--- config.mk ---
export PLATFORM = sky130hd
export DESIGN_NAME = i2s_rx
export DESIGN_NICKNAME = d
export VERILOG_FILES = /design/src/rtl/i2s_rx.sv
export SDC_FILE = /design/constraint.sdc
export NUM_CORES = 1
export LEC_CHECK = 0
export CAP_MARGIN = 20
export CORE_UTILIZATION = 55
export DETAILED_ROUTE_END_ITERATION = 6
export PLACE_DENSITY = 0.79
export SETUP_SLACK_MARGIN = 0.3
export SYNTH_ARGS = -nofsm -noshare
export SYNTH_HDL_FRONTEND = slang
export SYNTH_SLANG_ARGS = --single-unit
--- constraint.sdc ---
create_clock -name clk -period 3.2 [get_ports clk]
set_clock_uncertainty 0.1 [all_clocks]
set_input_delay 0.32 -clock clk [delete_from_list [all_inputs] [get_ports clk]]
set_output_delay 0.32 -clock clk [all_outputs]
set_load 0.02 [all_outputs]
--- src/rtl/i2s_rx.sv ---
// I2S receiver: deserialises MSB-first left/right words into a one-deep stereo output register.
// Optional macro I2S_RX_SYNC_EN adds a two-flop synchroniser per serial input. WIDTH must be >= 2.
module i2s_rx #(
    parameter int WIDTH = 16
) (
    input  logic             clk,
    input  logic             rst,
    input  logic             sck,
    input  logic             lrck,
    input  logic             sdin,
    output logic [WIDTH-1:0] sample_l,
    output logic [WIDTH-1:0] sample_r,
    output logic             valid,
    input  logic             ready,
    output logic             overrun,
    output logic             frame_err
);

    localparam int CW = $clog2(WIDTH + 1);
    localparam logic [CW-1:0] FULL = CW'(WIDTH);

    typedef enum logic [1:0] {HUNT, LEFT, RIGHT} state_t;

    // Serial inputs packed as {sck, lrck, sdin}
    logic [2:0] in_q;

`ifdef I2S_RX_SYNC_EN
    logic [2:0] meta_q;
    logic [2:0] sync_q;

    always_ff @(posedge clk) begin
        if (rst) begin
            meta_q <= '0;
            sync_q <= '0;
            in_q   <= '0;
        end else begin
            meta_q <= {sck, lrck, sdin};
            sync_q <= meta_q;
            in_q   <= sync_q;
        end
    end
`else
    always_ff @(posedge clk) begin
        if (rst) begin
            in_q <= '0;
        end else begin
            in_q <= {sck, lrck, sdin};
        end
    end
`endif

    logic             sck_hist_q;
    logic             sck_rise;
    state_t           state_q, state_d;
    logic [CW-1:0]    cnt_q, cnt_d;
    logic [WIDTH-1:0] shift_q, shift_d;
    logic [WIDTH-1:0] left_hold_q, left_hold_d;
    logic             lrck_cap_q, lrck_cap_d;
    logic             lrck_d_q, lrck_d_d;
    logic             pair_q, pair_d;
    logic             frame_err_q, frame_err_d;
    logic             overrun_q, overrun_d;
    logic             valid_q, valid_d;
    logic [WIDTH-1:0] sample_l_q, sample_l_d;
    logic [WIDTH-1:0] sample_r_q, sample_r_d;
    logic             boundary;
    logic             start;
    logic             accum;

    assign sck_rise = in_q[2] & ~sck_hist_q;

    always_ff @(posedge clk) begin
        if (rst) begin
            sck_hist_q  <= 1'b0;
            state_q     <= HUNT;
            cnt_q       <= '0;
            shift_q     <= '0;
            left_hold_q <= '0;
            lrck_cap_q  <= 1'b0;
            lrck_d_q    <= 1'b0;
            pair_q      <= 1'b0;
            frame_err_q <= 1'b0;
            overrun_q   <= 1'b0;
            valid_q     <= 1'b0;
            sample_l_q  <= '0;
            sample_r_q  <= '0;
        end else begin
            sck_hist_q  <= in_q[2];
            state_q     <= state_d;
            cnt_q       <= cnt_d;
            shift_q     <= shift_d;
            left_hold_q <= left_hold_d;
            lrck_cap_q  <= lrck_cap_d;
            lrck_d_q    <= lrck_d_d;
            pair_q      <= pair_d;
            frame_err_q <= frame_err_d;
            overrun_q   <= overrun_d;
            valid_q     <= valid_d;
            sample_l_q  <= sample_l_d;
            sample_r_q  <= sample_r_d;
        end
    end

    // Receive FSM: lrck_cap_q is lrck from the previous event, giving the one-bit I2S delay
    always_comb begin
        state_d     = state_q;
        cnt_d       = cnt_q;
        shift_d     = shift_q;
        left_hold_d = left_hold_q;
        lrck_cap_d  = lrck_cap_q;
        lrck_d_d    = lrck_d_q;
        pair_d      = 1'b0;
        frame_err_d = 1'b0;
        boundary    = 1'b0;
        start       = 1'b0;
        accum       = 1'b0;
        if (sck_rise) begin
            lrck_cap_d = in_q[1];
            lrck_d_d   = lrck_cap_q;
            boundary   = (lrck_cap_q != lrck_d_q);
            case (state_q)
                HUNT: begin
                    if (boundary && !lrck_cap_q) begin
                        state_d = LEFT;
                        start   = 1'b1;
                    end
                end
                LEFT, RIGHT: begin
                    if (boundary) begin
                        if (cnt_q == FULL) begin
                            state_d = (state_q == LEFT) ? RIGHT : LEFT;
                            start   = 1'b1;
                        end else begin
                            state_d     = HUNT;
                            cnt_d       = '0;
                            frame_err_d = 1'b1;
                        end
                    end else begin
                        accum = (cnt_q < FULL);
                    end
                end
                default: state_d = HUNT;
            endcase
            if (start) begin
                shift_d = {shift_q[WIDTH-2:0], in_q[0]};
                cnt_d   = CW'(1);
            end else if (accum) begin
                shift_d = {shift_q[WIDTH-2:0], in_q[0]};
                cnt_d   = cnt_q + CW'(1);
            end
            if ((start || accum) && cnt_d == FULL) begin
                if (state_d == LEFT) begin
                    left_hold_d = shift_d;
                end else if (state_d == RIGHT) begin
                    pair_d = 1'b1;
                end
            end
        end
    end

    // Output stage; the right word still sits in shift_q one cycle after completion
    always_comb begin
        valid_d    = valid_q;
        sample_l_d = sample_l_q;
        sample_r_d = sample_r_q;
        overrun_d  = 1'b0;
        if (pair_q) begin
            if (!valid_q || ready) begin
                sample_l_d = left_hold_q;
                sample_r_d = shift_q;
                valid_d    = 1'b1;
            end else begin
                overrun_d = 1'b1;
            end
        end else if (valid_q && ready) begin
            valid_d = 1'b0;
        end
    end

    assign sample_l  = sample_l_q;
    assign sample_r  = sample_r_q;
    assign valid     = valid_q;
    assign overrun   = overrun_q;
    assign frame_err = frame_err_q;

endmodule

-- Yosys cells after proc, flatten, opt, wreduce, memory -nomap -nowiden
Index checks and enable logic that the tools add are counted.
Widths: inputs -> output; s select.
- word-level logic and storage cells: 75
- input bits: 6
- flip-flop bits (word level): 81
- output and inout bits: 35
- $lt $le $gt $ge: 1
- reduce and logical (&&, ||, !) cells: 16
- equal/unequal tests: 8
- $add $sub $neg: 1
- mux-type cells: 28
- bitwise logic cells: 7
- operators with widths (cell ; count):
    $mux 16 ; 2
    $mux 5 ; 6
    $mux 1 ; 13
    $eq 5x5->1 const B ; 2
    $mux 2 ; 5
    $reduce_or 4->1 ; 2
    $not 1->1 ; 6
    $add 5x1->5 const B ; 1
    $lt 5x5->1 const B ; 1
    $eq 2x1->1 const B ; 2
    $eq 2x2->1 const B ; 2
    $pmux 2 s2 ; 1
    $reduce_and 2->1 ; 2
    $reduce_or 2->1 ; 2
    $logic_and 1x1->1 ; 3
    $reduce_and 3->1 ; 1
    $logic_not 1->1 ; 2
    $logic_not 2->1 ; 1
    $logic_or 1x1->1 ; 2
    $ne 2x1->1 const B ; 1
    $pmux 1 s2 ; 1
    $reduce_bool 2->1 ; 1
    $and 1x1->1 ; 1
    $ne 1x1->1 ; 1

-- Longest topological paths before layout
- depth after elaboration: 11
- gate-level depth with buffers: 9

-- Worst setup path after synthesis
No wires, ideal clock.
- path kind: register to register
- start: register state_q[0]
- end: register left_hold_q[10]
- required time: 3020 ps
- arrival: 2185 ps
- cell stages (with the launch flop): 9
- period minus slack after synthesis: 2365 ps
- slack: 835 ps
- setup time: 80 ps
- cell sequence: dfxtp_1 > inv_1 > ha_1 > nand4b_1 > or4_4 > nor4_4 > buf_6 > a21oi_1 > a211oi_2
- word-level cells in the longest chain between the ends: 10
- elaborated cells between the ends (all ways): 25
- those cells by class: eq/ne: 4; mux: 16; reduce/logical: 5
- RTL lines (what ; line ; RTL):
    from (decl) ; 54 ; state_t state_q, state_d;
    from (signal assigned) ; 89 ; state_q <= state_d;
    $eq 2x1->1 / $eq 2x2->1 (equally long branches) ; 121, 131 ;
    $reduce_or 2->1 ; 121 ; case (state_q)
    $mux 1 ; 121 ;
    $mux 1 ; 117 ; if (sck_rise) begin
    $mux 5 ; 147 ; end else if (accum) begin
    $mux 5 ; 144 ; if (start) begin
    $mux 5 ; 117 ;
    $eq 5x5->1 ; 151 ; if ((start || accum) && cnt_d == FULL) begin
    $logic_and 1x1->1 ; 151 ;
    $reduce_and 3->1 (no source line) ; - ;
    to (signal assigned) ; 92 ; left_hold_q <= left_hold_d;
    to (decl) ; 57 ; logic [WIDTH-1:0] left_hold_q, left_hold_d;
Parallel ways exist; a longest one is shown, timed or not. The select of a mux whose other input is x is not followed.
A chain may end at the register's enable or synchronous reset.

-- Worst setup path after layout
- start: register state_q[0]
- end: register left_hold_q[4]
Same word-level chain as after synthesis.

==> summary.txt <==
Critical path
  – R2r startpoint: state_q[0]
  – R2R Setup Slk: between 0.5 and 0.6 ns
  – CP Capture Type: register
  – Crit Path Category: reg2reg
  – Cell family with most CP delay: compound AO/OA/AOI/OAI gates
  – Crit-path max FO: 17
  – R2R Path End: left_hold_q[4]
  – CP max stage delay: between 0.4 and 0.5 ns
  – CP Buf/Inv Count: 2
  – CP startpoint kind: register
  – WP data arrival: 2.76 ns
  – Cell Chain, Critical Path: inv_1, ha_1, and2_1, o21ai_0, o221a_2, and2_1, buf_4, a211oi_1
  – WP data required: 3.29 ns
  – Worst reg-to-reg path cell count: 8
  – Cell mode on critical path: and2_1
  – Crit path max-delay cell type: o221a_2

Layout
  – Layout net count: 423
  – Sequential cell area: 1622 um^2
  – Core utilization of the finished layout: 66.64%
  – Finished Cell Area: a little under 4000 um^2
  – Share of layout cells above drive strength 1: 8.413%
  – Antenna cells: 0
  – Commonest cells after routing, fill and taps aside: 81 x dfxtp_1, 77 x nand2_1, 58 x a21oi_1, 39 x clkdlybuf4s50_1, 32 x mux2i_1
  – Commonest non-fill, non-tap cell in the layout: dfxtp_1
  – Area delta synth->final: 16.83%
  – FILL cells: around 530
  – Multi-input combinational cell area: 1613 um^2

Drt
  – Vias per cell: around 5.6
  – Drt first pass iters: 4
  – Drt wl/cell: roughly 14 um
  – DRT Wirelength: 7013 um
  – Iteration-0 DRC Markers: 105
  – DRC Markers: 0
  – DR vias: about 2,800
  – Routed Antenna Nets: 0

CTS
  – Clock tree root buffer cell: clkbuf_8
  – Hold_buf cts: 0
  – Worst skew pair latency: 0.35 ns
  – Clock slew at reported path FFs: 0.08 ns
  – CTS Sinks: 81
  – CTS tree: yes
  – Post-cts resize count: 0
  – Clock tree buffer depth: 2
  – H-tree depth: 3
  – Setup repair bufs after CTS: 0
  – Total CTS buffers: 9

Yosys
  – Gate Count Post-Synth: between 300 and 400
  – Distinct cell type count of the synthesized netlist: 40
  – Cell Area, Synth: 3397 um^2
  – Seq cells post-synth: 81
  – Syn Nets: between 300 and 400
  – Synth top area cells: dfxtp_1 48%, mux2i_1 9.4%, a21oi_1 8.5%, nand2_1 8.5%, a211oi_2 3.3%
  – Synth Area per Inst: 8.939 um^2
  – Sequential area share after synthesis: 47.73%
  – Area leader, netlist: dfxtp_1
  – Top cell type's share of synthesized area: a little under half
  – Ys Warns: 0

STA
  – Final hold vios: 0
  – Final Max Tran Viols: 0
  – Ratio of final minimum period to clock period: 83.35%
  – Final setup viols: 0
  – Worst relative slew slack: between 30% and 40%
  – Setup_tns: 0 ns
  – RSZ-0062 raised after global routing: false
  – Slew @ Worst Pin: 1.036 ns
  – Final min period: 2.667 ns
  – Peak Freq: 374.9 MHz

Power and ir drop
  – VDD IR max: a little under 300 uV
  – Power density cells: 429.3 nW/um^2
  – LEAKAGE: 1.490 nW

Place
  – Port Buf Inserts: 40
  – HPWL after DPL: between 4000 and 5000 um
  – Final Wtd Congestion: 0.8925
  – Placed cell area: 3799 um^2

Floorplanning
  – Die Wd: 80.59 um
  – Starting Density: 57.04%
  – Die ar.: 6495 um^2
  – IO Count: 41
  – Die Y-Extent: 80.59 um
  – Core ar.: 5956 um^2
  – Rows: 28

Global routing
  – First-pass GRT wire length: 11,590 um
  – Vias in the first global route: 2,476
  – Largest net degree at the start of global routing: 56
  – GRT overflow: 0
  – Initial antenna violation count: 0
  – Total GRT Usage: a little under a quarter

Run status
  – Status: finished clean

Flow run
  – Max Cap Viol: 0

Min path
  – Min-delay src: in_q[1]
  – Hold endpoint: lrck_cap_q
  – Hold/Removal Path Class: reg2reg
  – Hold Crit Depth: 2
synthesized netlist by cell type:
| library cell | number |
|---|---|
| a21o_1 | 2 |
| inv_1 | 9 |
| and2_1 | 4 |
| a211oi_2 | 9 |
| o221a_2 | 1 |
| o21ai_1 | 1 |
| buf_4 | 1 |
| nand4bb_1 | 1 |
| or4b_1 | 1 |
| nor3_1 | 3 |
| nand2b_1 | 5 |
| o31a_1 | 1 |
| or4_4 | 1 |
| ha_1 | 6 |
| nor2b_1 | 8 |
| xnor2_1 | 1 |
| a31oi_1 | 1 |
| nor4_1 | 2 |
| o22a_1 | 1 |
| nand2_1 | 77 |
| a211oi_1 | 9 |
| a21oi_1 | 58 |
| mux2i_1 | 32 |
| o22ai_1 | 2 |
| nor3b_1 | 2 |
| inv_2 | 1 |
| nor4_4 | 1 |
| buf_2 | 4 |
| dfxtp_1 | 81 |
| clkbuf_1 | 17 |
| o21ai_0 | 3 |
| nand4_1 | 1 |
| nand3_1 | 3 |
| buf_6 | 3 |
| nand4b_1 | 1 |
| o32ai_1 | 2 |
| a22oi_1 | 2 |
| and4bb_2 | 1 |
| nor4bb_1 | 1 |
| nor2_1 | 21 |
final cells by class:
| type | instances | area share, % |
|---|---|---|
| Sequential cell | 81 | 40.86 |
| Multi-Input combinational cell | 264 | 40.64 |
| Timing Repair Buffer | 45 | 10.91 |
| Clock buffer | 10 | 3.216 |
| Tap cell | 75 | 2.364 |
| Clock inverter | 6 | 1.072 |
| Inverter | 10 | 0.9458 |
stage by stage:
stage	hold WS, ns	setup WS [ns]	std cells	total power, mW
2_1_floorplan	0.3174	0.8350	380	1.063
3_3_place_gp	0.3253	0.6703	475	1.073
3_5_place_dp	0.3295	0.5767	475	1.073
4_1_cts	0.3415	0.5589	491	1.717
5_1_grt	0.3608	0.3259	491	1.765
6_report	0.3391	0.5329	491	1.704
worst max-delay path by stage:
| stage | end | depth (start not counted) | from | slack [ns] |
|---|---|---|---|---|
| after global placement | left_hold_q[0] | 8 | state_q[0] | 0.67 |
| final | left_hold_q[4] | 8 | state_q[0] | 0.53 |
| after floorplan | left_hold_q[10] | 8 | state_q[0] | 0.83 |
| after CTS | left_hold_q[0] | 7 | state_q[0] | 0.56 |
| after detailed placement | left_hold_q[0] | 7 | state_q[0] | 0.58 |
| after global routing | left_hold_q[0] | 7 | state_q[0] | 0.33 |
report_power, final:
group	switching (mW)	total (mW)	internal [mW]
Combinational	0.0265	0.0381	0.0116
Sequential	0.00153	1.01	1.01
Clock	0.371	0.654	0.283
worst register-to-register path: cells and delay by family, from the launching register on:
family / cells / cell delay [ns]
fa+ha+maj: 1 / 0.40
flops: 1 / 0.43
simple gates: 2 / 0.39
buf+inv: 2 / 0.32
compound gates: 3 / 0.88
layer usage:
layer,part of all wire [%],track usage (%),vias up
met5,0,0,-
met4,1.6,8.214,0
li1,-,-,1371
met1,48,30.25,1320
met3,3.7,5.682,13
met2,46,36.86,62
cells by family after synthesis:
group	after synthesis	share of synthesized area, %
xor gates and xnor gates	1	0.2579
DFF	81	47.73
buffers and inverters	35	4.788
AOI/OAI and AO/OA	92	17.24
adders and majority gates	6	2.210
and+or+nand+nor	133	18.34
muxes	32	9.429
state kept, by name, summed over array words and instances, names as in the netlist, 2 cells and up:
name,count
shift_q,16
sample_l,16
sample_r,16
state_q,2
left_hold_q,16
in_q,3
cnt_q,5
No activity file was read; power rests on OpenSTA's default activity.
